--- src/rtl/cpu_pkg.sv ---
// rtl/cpu_pkg.sv - shared opcode constants, sequencer state encoding and IR field positions
package cpu_pkg;

    localparam int IR_W      = 32;
    localparam int OPCODE_W  = 5;
    localparam int REG_W     = 4;

    localparam int IR_OP_LSB = 27;
    localparam int IR_RA_LSB = 23;
    localparam int IR_RB_LSB = 19;
    localparam int IR_RC_LSB = 15;

    typedef logic [OPCODE_W-1:0] opcode_t;
    typedef logic [REG_W-1:0]    reg_idx_t;

    localparam opcode_t OP_ADD = 5'b00011;
    localparam opcode_t OP_SUB = 5'b00100;
    localparam opcode_t OP_SHR = 5'b00101;
    localparam opcode_t OP_SHL = 5'b00110;
    localparam opcode_t OP_ROR = 5'b00111;
    localparam opcode_t OP_ROL = 5'b01000;
    localparam opcode_t OP_AND = 5'b01001;
    localparam opcode_t OP_OR  = 5'b01010;
    localparam opcode_t OP_MUL = 5'b01111;
    localparam opcode_t OP_DIV = 5'b10000;
    localparam opcode_t OP_NOT = 5'b10001;
    localparam opcode_t OP_NEG = 5'b10010;

    typedef enum logic [2:0] {
        ST_IDLE = 3'd0,
        ST_T0   = 3'd1,
        ST_T1   = 3'd2,
        ST_T2   = 3'd3,
        ST_T3   = 3'd4,
        ST_T4   = 3'd5,
        ST_T5   = 3'd6,
        ST_T6   = 3'd7
    } seq_state_t;

    function automatic opcode_t ir_opcode(input logic [IR_W-1:0] ir);
        return ir[IR_OP_LSB +: OPCODE_W];
    endfunction

    function automatic reg_idx_t ir_field(input logic [IR_W-1:0] ir, input int lsb);
        return ir[lsb +: REG_W];
    endfunction

endpackage

--- src/rtl/op_decode.sv ---
// rtl/op_decode.sv - classifies an opcode into binary, unary, mul/div or illegal
module op_decode
    import cpu_pkg::*;
(
    input  opcode_t opcode,
    output logic    is_binary,
    output logic    is_unary,
    output logic    is_muldiv,
    output logic    is_illegal
);

    always_comb begin
        is_binary  = 1'b0;
        is_unary   = 1'b0;
        is_muldiv  = 1'b0;
        is_illegal = 1'b0;
        case (opcode)
            OP_ADD, OP_SUB, OP_SHR, OP_SHL,
            OP_ROR, OP_ROL, OP_AND, OP_OR: is_binary = 1'b1;
            OP_MUL, OP_DIV: begin
                is_binary = 1'b1;
                is_muldiv = 1'b1;
            end
            OP_NOT, OP_NEG:                is_unary  = 1'b1;
            default:                       is_illegal = 1'b1;
        endcase
    end

endmodule

--- src/rtl/alu_op_sequencer.sv ---
// rtl/alu_op_sequencer.sv - fetch/execute control FSM driving datapath strobes for ALU instructions
module alu_op_sequencer
    import cpu_pkg::*;
(
    input  logic                clk,
    input  logic                Clear,
    input  logic                start,
    input  logic [IR_W-1:0]     ir,
    output logic                PCout,
    output logic                MARin,
    output logic                IncPC,
    output logic                Zin,
    output logic                Zlowout,
    output logic                Zhiout,
    output logic                PCin,
    output logic                Read,
    output logic                MDRin,
    output logic                MDRout,
    output logic                IRin,
    output logic                Yin,
    output logic                HIin,
    output logic                LOin,
    output logic                Rout,
    output logic                Rin,
    output logic [REG_W-1:0]    rsel,
    output logic [OPCODE_W-1:0] alu_op,
    output logic                busy,
    output logic                done,
    output logic                illegal
);

    seq_state_t state;
    opcode_t    opcode_q;
    reg_idx_t   ra_q;
    reg_idx_t   rb_q;
    reg_idx_t   rc_q;

    opcode_t    dec_opcode;
    logic       dec_binary;
    logic       dec_unary;
    logic       dec_muldiv;
    logic       dec_illegal;
    logic       unused_ir;

    assign unused_ir = ^ir[IR_RC_LSB-1:0];

    // Outputs are registered for the state being entered, so the T2->T3 edge
    // must classify the opcode arriving on ir rather than the stale latch.
    assign dec_opcode = (state == ST_T2) ? ir_opcode(ir) : opcode_q;

    op_decode u_op_decode (
        .opcode     (dec_opcode),
        .is_binary  (dec_binary),
        .is_unary   (dec_unary),
        .is_muldiv  (dec_muldiv),
        .is_illegal (dec_illegal)
    );

    always_ff @(posedge clk) begin
        if (Clear) begin
            state    <= ST_IDLE;
            opcode_q <= '0;
            ra_q     <= '0;
            rb_q     <= '0;
            rc_q     <= '0;
            {PCout, MARin, IncPC, Zin, Zlowout, Zhiout, PCin, Read} <= '0;
            {MDRin, MDRout, IRin, Yin, HIin, LOin, Rout, Rin}       <= '0;
            rsel    <= '0;
            alu_op  <= '0;
            busy    <= 1'b0;
            done    <= 1'b0;
            illegal <= 1'b0;
        end else begin
            {PCout, MARin, IncPC, Zin, Zlowout, Zhiout, PCin, Read} <= '0;
            {MDRin, MDRout, IRin, Yin, HIin, LOin, Rout, Rin}       <= '0;
            rsel    <= '0;
            alu_op  <= '0;
            busy    <= 1'b1;
            done    <= 1'b0;
            illegal <= 1'b0;
            case (state)
                ST_IDLE: begin
                    if (start) begin
                        state <= ST_T0;
                        PCout <= 1'b1;
                        MARin <= 1'b1;
                        IncPC <= 1'b1;
                        Zin   <= 1'b1;
                    end else begin
                        busy  <= 1'b0;
                    end
                end
                ST_T0: begin
                    state   <= ST_T1;
                    Zlowout <= 1'b1;
                    PCin    <= 1'b1;
                    Read    <= 1'b1;
                    MDRin   <= 1'b1;
                end
                ST_T1: begin
                    state  <= ST_T2;
                    MDRout <= 1'b1;
                    IRin   <= 1'b1;
                end
                ST_T2: begin
                    state    <= ST_T3;
                    opcode_q <= ir_opcode(ir);
                    ra_q     <= ir_field(ir, IR_RA_LSB);
                    rb_q     <= ir_field(ir, IR_RB_LSB);
                    rc_q     <= ir_field(ir, IR_RC_LSB);
                    if (dec_illegal) begin
                        illegal <= 1'b1;
                    end else begin
                        Rout <= 1'b1;
                        rsel <= ir_field(ir, IR_RB_LSB);
                        Yin  <= 1'b1;
                    end
                end
                ST_T3: begin
                    if (dec_binary || dec_unary) begin
                        state  <= ST_T4;
                        Rout   <= 1'b1;
                        rsel   <= dec_unary ? rb_q : rc_q;
                        Zin    <= 1'b1;
                        alu_op <= opcode_q;
                    end else begin
                        state <= ST_IDLE;
                        busy  <= 1'b0;
                    end
                end
                ST_T4: begin
                    state   <= ST_T5;
                    Zlowout <= 1'b1;
                    if (dec_muldiv) begin
                        LOin <= 1'b1;
                    end else begin
                        Rin  <= 1'b1;
                        rsel <= ra_q;
                        done <= 1'b1;
                    end
                end
                ST_T5: begin
                    if (dec_muldiv) begin
                        state  <= ST_T6;
                        Zhiout <= 1'b1;
                        HIin   <= 1'b1;
                        done   <= 1'b1;
                    end else begin
                        state <= ST_IDLE;
                        busy  <= 1'b0;
                    end
                end
                default: begin
                    state <= ST_IDLE;
                    busy  <= 1'b0;
                end
            endcase
        end
    end

endmodule

--- config.mk ---
export PLATFORM = sky130hd
export DESIGN_NAME = alu_op_sequencer
export DESIGN_NICKNAME = d
export VERILOG_FILES = /design/src/rtl/cpu_pkg.sv /design/src/rtl/op_decode.sv /design/src/rtl/alu_op_sequencer.sv
export SDC_FILE = /design/constraint.sdc
export NUM_CORES = 1
export LEC_CHECK = 0
export ABC_CLOCK_PERIOD_IN_PS = 3400
export CAP_MARGIN = 20
export CORE_UTILIZATION = 47
export DETAILED_ROUTE_END_ITERATION = 10
export GPL_TIMING_DRIVEN = 0
export PLACE_DENSITY = 0.88
export SLEW_MARGIN = 20
export SYNTH_ARGS = -nofsm -noshare
export SYNTH_HDL_FRONTEND = slang
export SYNTH_SLANG_ARGS = --single-unit
--- constraint.sdc ---
create_clock -name clk -period 3.4 [get_ports clk]
set_input_delay 0.85 -clock clk [delete_from_list [all_inputs] [get_ports clk]]
set_output_delay 0.85 -clock clk [all_outputs]
set_load 0.01 [all_outputs]
## Yosys cells after proc, flatten, opt, wreduce, memory -nomap -nowiden

Index checks and enable logic that the tools add are counted.

- Equal/unequal tests: 19
- Bitwise operators: 6
- Reductions and logical operators: 13
- Muxes and demuxes: 26

Operators by type and width:

| cell | count |
|---|---|
| $pmux W3 S7 | 1 |
| $eq A5 B3 Y1 const B | 4 |
| $eq A5 B4 Y1 const B | 4 |
| $mux W4 | 4 |
| $eq A5 B5 Y1 const B | 3 |
| $reduce_or A2 Y1 | 7 |
| $mux W1 | 12 |
| $pmux W4 S3 | 1 |
| $reduce_or A12 Y1 | 1 |
| $reduce_or A10 Y1 | 1 |
| $eq A3 B3 Y1 const B | 3 |
| $mux W3 | 3 |
| $eq A3 B2 Y1 const B | 2 |
| $not A1 Y1 | 6 |
| $pmux W1 S2 | 3 |
| $eq A5 B2 Y1 const B | 1 |
| $mux W5 | 1 |
| $pmux W1 S4 | 1 |
| $reduce_or A4 Y1 | 1 |
| $eq A3 B1 Y1 const B | 1 |
| $logic_not A3 Y1 | 1 |
| $reduce_or A3 Y1 | 1 |
| $ne A2 B2 Y1 const B | 1 |
| $logic_or A1 B1 Y1 | 1 |

- Flip-flop bits (word level): 42
- Word-level logic and storage cells: 84
- Bits of input ports: 35
- Output and inout port bits: 28

## Depth between registers and ports, before layout

- Depth in word-level cells: 8
- Mapped depth: 6
- Depth with buffers taken out: 5

## Modules after synthesis

Synthesis repeated with hierarchy kept, for this count alone.

- Cells, all modules: 184
- Area total of the unflattened synthesis: 1804.2 um^2

Modules (own cells, without submodules):

| module | sequential area each (um^2) | area an instance (um^2) | cells an instance | instances |
|---|---|---|---|---|
| alu_op_sequencer | 840.8 | 1719.1 | 172 | 1 |
| op_decode | 0.0 | 85.1 | 12 | 1 |

## Worst setup path after synthesis

Ideal clock, no wire load.

- Path kind: input to register
- Start: input ir[31]
- End: register rsel[0]
- Arrival: 1.951 ns
- Buffers on the path: 0
- Slack: 1.367 ns
- Stages: 5
- Data required time: 3.317 ns
- Setup time: 0.083 ns
- Path through: nor3b_1 nor4b_2 or3_1 or2_1 o221ai_1

- Cells in the longest elaborated chain, start to end: 7
- Elaborated cells on any way between the ends: 26
- Those cells by class: 12 x eq/ne; 9 x mux; 5 x reduce/logical

Ends and longest elaborated chain:

| item | RTL line | text |
|---|---|---|
| start, declared | alu_op_sequencer.sv:8 | `input logic [IR_W-1:0] ir,` |
| $mux W5 * | - |  |
| $eq A5 B2 Y1, or another cell as far along | op_decode.sv:17 | `case (opcode)` |
| $reduce_or A10 Y1 (no source line) or $reduce_or A2 Y1 (tied branches) | - |  |
| $mux W1 | op_decode.sv:17 |  |
| $logic_or A1 B1 Y1 or $mux W4 (tied branches) | alu_op_sequencer.sv:120, alu_op_sequencer.sv:123 |  |
| $mux W4 | alu_op_sequencer.sv:120 | `if (dec_binary \|\| dec_unary) begin` |
| $pmux W4 S3 * | alu_op_sequencer.sv:81 | `case (state)` |
| end signal, assigned | alu_op_sequencer.sv:115 | `rsel <= ir_field(ir, IR_RB_LSB);` |
| end signal, assigned | alu_op_sequencer.sv:123 | `rsel <= dec_unary ? rb_q : rc_q;` |
| end signal, assigned | alu_op_sequencer.sv:138 | `rsel <= ra_q;` |
| end, declared | alu_op_sequencer.sv:25 | `output logic [REG_W-1:0] rsel,` |

Mark *: on every way between the ends. The rest lies on a longest branch, timed or not.
A chain may end at the register's enable or synchronous reset.

## Worst setup path after layout

- Start: input ir[31]
- End: register rsel[3]

The elaborated chain is that of the path after synthesis.

==> metrics.md <==
| Metric | Value |
|---|---|
| Run status | `finished clean` |
| Post-CTS setup buffer count | `0` |
| Port buffer count | `46` |
| Most frequent cells in the layout | `clkdlybuf4s50_1 (46), dfxtp_1 (42), nand2_1 (42)` |
| Cell Count, Final, Fillers Out | `304` |
| Minimum clock period | `2.536 ns` |
| Pwr dens | `423.9 nW/um2` |
| Final setup violation count | `0` |
| Max-cap violations | `0` |
| Synth Cell Area | `1748 um2` |
| Worst rel slew slack | `60.42%` |
| DRT antenna net count | `0` |
| Vias in the first global route | `1316` |
| Worst Tran Pin Value | `0.5898 ns` |
| Commonest non-fill, non-tap cell in the layout | `clkdlybuf4s50_1` |
| N_diodes | `0` |
| Setup_tns | `0 ns` |
| Die width | `62.99 um` |
| Layout area overhead | `35.93%` |
| Synthesized area per cell | `8.568 um2` |
| RSZ-0062 raised after global routing | `false` |
| Setup Crit Path Kind | `in -> reg` |
| CP arrival | `around 2.7 ns` |
| Die area | `around 4000 um2` |
| RD Place Congestion | `0.8419` |
| Wirelength per Cell | `11.47 um` |
| Crit share post-route | `74.60%` |
| Worst hold path type | `reg -> reg` |
| CTS buffer count | `5` |
| Initial antenna violation count | `0` |
| Final Max Tran Viols | `0` |
| Share of the synthesized area in the top cell type | `between 40% and 50%` |
| First-pass GRT wire length | `5.934 mm` |
| Ratio of cells with drive above 1 in the final layout | `about a tenth` |
| Worst Hold End | `ra_q[3]$_SDFFE_PP0P_` |
| WHS Path Cells | `2` |
| Total global routing overflow | `0` |
| Initial Util | `50.78%` |
| Die height | `approximately 63 um` |
| Reg-to-Reg Start | `opcode_q[4]$_SDFF_PP0_` |
| WP data required | `3.57 ns` |
| Pleak | `0.8495 nW` |
| Hold WS | `0.4613 ns` |
| Pin count of the biggest net entering global routing | `14` |
| F_max | `just under 400 MHz` |
| I/O pin count | `63` |
| Placed cells | `296` |
| Via count | `1591` |
| Post-cts resize count | `0` |
| Seq/Total Area, Yosys | `48.10%` |
| Cell row count | `21` |
| Hpwl dp | `2.558 mm` |
| Design Power | `1.007 mW` |
| Cells after synthesis | `between 200 and 250` |
| Worst VDD drop | `about 0.25 mV` |
| Worst-case reg-to-reg path depth | `5` |
| Total Wirelength | `3.487 mm` |
| Yosys warns | `0` |
| Crit path capture type | `flop` |
| Mapped Nets | `239` |
| Reg2reg end | `rsel[3]$_SDFF_PP0_` |
| First-pass DRT Iterations | `4` |
| Cell taking the most area after synthesis | `dfxtp_1` |
| Nets | `292` |
| CTS tree | `yes` |
| Final Util | `69.03%` |
| Top post-synthesis cells by area | `dfxtp_1 (48%), nand2_1 (9.0%), a21oi_1 (5.7%)` |
| H-tree levels | `2` |
| Max Buffers Root-to-Sink | `2` |
| CTS root buffer | `clkbuf_8` |
| Final Hold Viols | `0` |
| DRC Markers | `0` |
| Critical path peak fanout | `5` |
| Post-synth cell types | `~40` |
| Worst Hold Launch | `ra_q[3]$_SDFFE_PP0P_` |
| Clock Skew | `0.009559 ns` |
| DRT iter0 DRCs | `107` |
| Post-synthesis register bit count | `42` |
| Reg2Reg Setup Slack | `between 1.5 and 2 ns` |
| Core ar. | `3442 um2` |
| Via/cell ratio | `5.234` |
| CTS Hold Buffers Added | `0` |
| Sink Count | `42` |
| GRT Total Usage | `19.52%` |
| Worst-path clk slew | `0.08 ns` |
| Clock latency on the worst-skew pair | `0.30 ns` |
| Crit path launch type | `primary input` |
[logic make-up after synthesis]
family	synth area share, %
AOI/OAI and AO/OA	13.74
muxes	2.863
xor gates and xnor gates	1.002
DFF	48.10
and+or+nand+nor	27.20
buffers and inverters	7.086
[sequential cells by signal (all words and copies together), names as in the netlist, 3 cells and up]
register	flops
opcode_q	5
rb_q	4
state	3
rsel	4
rc_q	4
alu_op	5
ra_q	4
[layout make-up]
type | instances | area, um2
sequential | 42 | 840.8
clock inverter | 2 | 37.54
multi-input combinational | 138 | 783.3
clock buffer | 6 | 72.57
fill | 289 | 1066
tap | 46 | 57.56
timing repair buffer | 46 | 460.4
buffer | 16 | 93.84
inverter | 8 | 30.03
[synthesized netlist by cell type, drive strengths merged]
cell and instances:
nand3 9, o21a 1, a211oi 1, and2 7, a31oi 3, o221ai 4, a2111o 1, a21oi 21
or3 1, nor2 9, nand3b 2, nor3 5, a32oi 2, nor4 3, and3 2, buf 10
nor2b 1, clkbuf 6, or2 3, o21ai 3, nand2b 2, xor2 2, mux2i 5, inv 8
a21bo 1, dfxtp 42, nor3b 2, and3b 1, nor4b 3, nand2 42, and4b 1, a311oi 1
[per-layer routing]
| layer | GRT usage (%) | wire length, um | part of all wire [%] | vias to the layer above |
|---|---|---|---|---|
| li1 | - | - | - | 801 |
| met1 | 25.11 | 1595 | 46 | 726 |
| met2 | 29.44 | 1643 | 47 | 61 |
| met3 | 6.387 | 208 | 6.0 | 3 |
| met4 | 8.721 | 40 | 1.1 | 0 |
| met5 | 0 | 0 | 0 | - |
[through the flow]
stage	setup slack, ns	instance area, um2
2_1_floorplan	1.367	1748
3_3_place_gp	0.6276	2266
3_5_place_dp	0.5995	2266
4_1_cts	0.9121	2376
5_1_grt	0.7907	2376
6_report	0.8636	2376
[report_power, final]
part | total [mW] | internal [mW] | leakage (nW) | switching (mW)
combinational | 0.111 | 0.0589 | 0.458 | 0.0526
sequential | 0.513 | 0.504 | 0.340 | 0.00886
clock | 0.383 | 0.219 | 0.0514 | 0.164
[worst max-delay path by stage]
stage	endpoint	slack, ns	depth (start not counted)	start
detailed placement	rsel[3]$_SDFF_PP0_	0.60	6	ir[31]
global placement	rsel[3]$_SDFF_PP0_	0.63	6	ir[31]
finish	rsel[3]$_SDFF_PP0_	0.86	6	ir[31]
CTS	rsel[3]$_SDFF_PP0_	0.91	6	ir[31]
global route	rsel[3]$_SDFF_PP0_	0.79	6	ir[31]
floorplan	rsel[0]$_SDFF_PP0_	1.37	5	ir[31]
[worst max-delay path, stage by stage]
cell and delay [ns]:
clkdlybuf4s50_1 0.54, nor3b_1 0.36, nor4b_2 0.35, or3_1 0.22, or2_1 0.23, o221ai_1 0.15
Note: power is estimated with default switching activity, not from simulation.
==> patch 1 (same settings) <==
Put one more register stage on the output `IncPC`. The value now appears one clock later. The other outputs are not delayed to match.
--- a/src/rtl/alu_op_sequencer.sv
+++ b/src/rtl/alu_op_sequencer.sv
@@ -30,2 +30,4 @@
 );
+
+    logic IncPC_s0;
 
@@ -65,3 +67,3 @@
             rc_q     <= '0;
-            {PCout, MARin, IncPC, Zin, Zlowout, Zhiout, PCin, Read} <= '0;
+            {PCout, MARin, IncPC_s0, Zin, Zlowout, Zhiout, PCin, Read} <= '0;
             {MDRin, MDRout, IRin, Yin, HIin, LOin, Rout, Rin}       <= '0;
@@ -73,3 +75,3 @@
         end else begin
-            {PCout, MARin, IncPC, Zin, Zlowout, Zhiout, PCin, Read} <= '0;
+            {PCout, MARin, IncPC_s0, Zin, Zlowout, Zhiout, PCin, Read} <= '0;
             {MDRin, MDRout, IRin, Yin, HIin, LOin, Rout, Rin}       <= '0;
@@ -86,3 +88,3 @@
                         MARin <= 1'b1;
-                        IncPC <= 1'b1;
+                        IncPC_s0 <= 1'b1;
                         Zin   <= 1'b1;
@@ -160,2 +162,6 @@
 
+    always_ff @(posedge clk) begin
+        IncPC <= IncPC_s0;
+    end
+
 endmodule
Behaviour: not the same (a bounded check fails within 4 cycles, from zero or initial values).
==> patch 1 against the unedited design <==
Cell area is 3.7% lower. First-iteration DRC count is 48% lower. Combinational power is 5% lower. Setup slack better by 320 ps. Sequential share of layout area is 2.2 points higher. Core utilization is 2.1 points lower. Wire length is 0.52% higher. Sequential cell count is 1 higher. Register-to-register slack better by 220 ps. Via count is 7.0% lower. Total power is 13% lower. Sequential power is 2% higher. Clock power is 35% lower. Synthesized area is 2.1% lower. Largest power group unchanged. Highest routed layer unchanged.
==> patch 1: results <==
power_and_ir_drop:
  pg_comb_mw: 0.106
  peakVddDrop_uv: 246
  switching_share: 0.257
timing:
  period_share: 0.653
  hold_ws_ps: 375
  clock_skew_ps: 14.1
worst_hold_path:
  hold_start: "IncPC_s0$_SDFF_PP0_"
  worstHoldPathCells: 0
synth:
  synth-seq-area-share: 0.503
  synth_common_cells: "48 x nand2_1, 43 x dfxtp_1, 20 x a21oi_1"
  synth.distinct_cells: 37
placement:
  place_area_um2: 2230
drt:
  vias: 1479
  wl_um: 3510
  via_per_inst: 5.03
global_route:
  use_met1: 0.228
  grtUsageMet2: 0.316
  first_global_vias: 1364
worst_setup_path:
  ff2ff_setup_slack_ps: 1740
  critPathCapture: "Read"
  ff2ff_path_depth: 6
  cp_max_fo: 3
  worstPathArrival_ps: 1370
clocking:
  root_buffer: "clkbuf_4"
  clock_latency_ps: 370
finish:
  final_area_um2: 2290
  area_share_nonclk_buffers: 0.239
run_status:
  status: "completed"
patch 1: cell count changes after synthesis, moves of 4 or more:
cell / before / now
and2_1: 6 / 0
and2_2: 1 / 5
nand2_1: 42 / 48
nand3_1: 9 / 0
patch 1: cells by family (layout without fill, tap and decap cells):
kind of cell,count (synthesis),after routing,share of synthesized area
AO/OA/AOI/OAI,36,36,0.148
XOR/XNOR,2,2,0.0102
adder cells (fa/ha/maj),1,1,0.00585
buffers and inverters,22,76,0.0636
flip-flops,43,43,0.503
multiplexers,4,4,0.0234
AND/OR/NAND/NOR,86,86,0.246
patch 1: metal layers:
layer | vias to the layer above | share of wire
met5 | - | 0
met4 | 0 | 0.023
met3 | 9 | 0.057
met2 | 53 | 0.49
met1 | 666 | 0.43
li1 | 751 | -
patch 1: critical path: cells and delay by family, from the launching register on:
kind	cells	cell delay, ps
buffers and inverters	2	630
flip-flops	1	380
==> patch 2 (same settings) <==
Without the edit above. `REG_W`: 4 -> 6.
--- a/src/rtl/cpu_pkg.sv
+++ b/src/rtl/cpu_pkg.sv
@@ -5,3 +5,3 @@
     localparam int OPCODE_W  = 5;
-    localparam int REG_W     = 4;
+    localparam int REG_W     = 6;
 
Ports: changed (resized rsel); port bits go from 63 to 65. No check against the original RTL was run, so the function may have changed too.
==> patch 2 against the unedited design <==
Cell count grew 5.9%. Wire length grew 25%. Via count grew 8.1%. Sequential cell count grew 4. Cell area grew 10%. Synthesized area grew 14%. Global-route usage grew 1.7 points. Sequential power grew 9.2%. Register-to-register slack lost 250 ps. Setup slack lost 83 ps. Total power grew 1.6%. Largest cell class is now multi-input combinational cells. Highest routed layer unchanged.
==> patch 2: results <==
drt:
  vias: 1720
  via_per_inst: 5.34
  dr.first_iter.drc_count: 134
  wl_um: 4350
global_route:
  grt_first_pass_wirelength_um: 6980
  first_global_vias: 1505
  grt_max_degree: 15
worst_setup_path:
  worstPathArrival_ps: 2820
  reg2reg_from: "state[0]$_SDFFE_PP0P_"
  cp_max_fo: 6
  ff2ff_path_depth: 7
  ff2ff_setup_slack_ps: 1270
  timing.critical_path.from: "ir[30]"
worst_hold_path:
  whs_endpoint: "rb_q[3]$_SDFFE_PP0P_"
finish:
  nets: 306
  drive_gt1_frac: 0.132
timing:
  period_needed_ps: 2620
  worstMarginPinSlew_ps: 571
  hold_ws_ps: 458
synth:
  synth-xor-area-share: 0.00883
  syn_avg_cell_area_um2: 9.23
  synth-compound-area-share: 0.149
  yosys-mux-area-fraction: 0.0618
  synth-seq-area-share: 0.464
run_status:
  status: "completed"
placement:
  post-dp-hpwl_um: 3130
power_and_ir_drop:
  peakVddDrop_uv: 183
==> patch 2: cell types whose count changed after synthesis, sizes merged, moves of 6 or more <==
cell	unedited run	this run
mux2	0	7
nor3	5	12
a221o	0	6
and2	7	14
inv	8	1
==> patch 2: report_power, final <==
group / switching, mW / internal, mW
registers: 0.00854 / 0.552
clock network: 0.185 / 0.145
logic: 0.0635 / 0.0687
total: 0.257 / 0.766
==> patch 2: layout make-up <==
class,instances,share of cell area
Multi-Input combinational cell,151,0.364
Sequential cell,46,0.351
Timing Repair Buffer,49,0.187
Buffer,17,0.0401
Clock buffer,6,0.0277
Tap cell,50,0.0238
Clock inverter,2,0.00525
Inverter,1,0.00143
==> patch 2: per-layer routing <==
metal / track usage / routed length (um)
met2: 0.354 / 2140
met3: 0.0634 / 262
met5: 0 / 0
met1: 0.254 / 1860
met4: 0.0771 / 84
==> patch 2: critical path: cells and delay by family <==
family	cells	cell delay [ps]
muxes	1	380
and+or+nand+nor	2	330
AOI/OAI and AO/OA	2	700
buffers and inverters	1	550
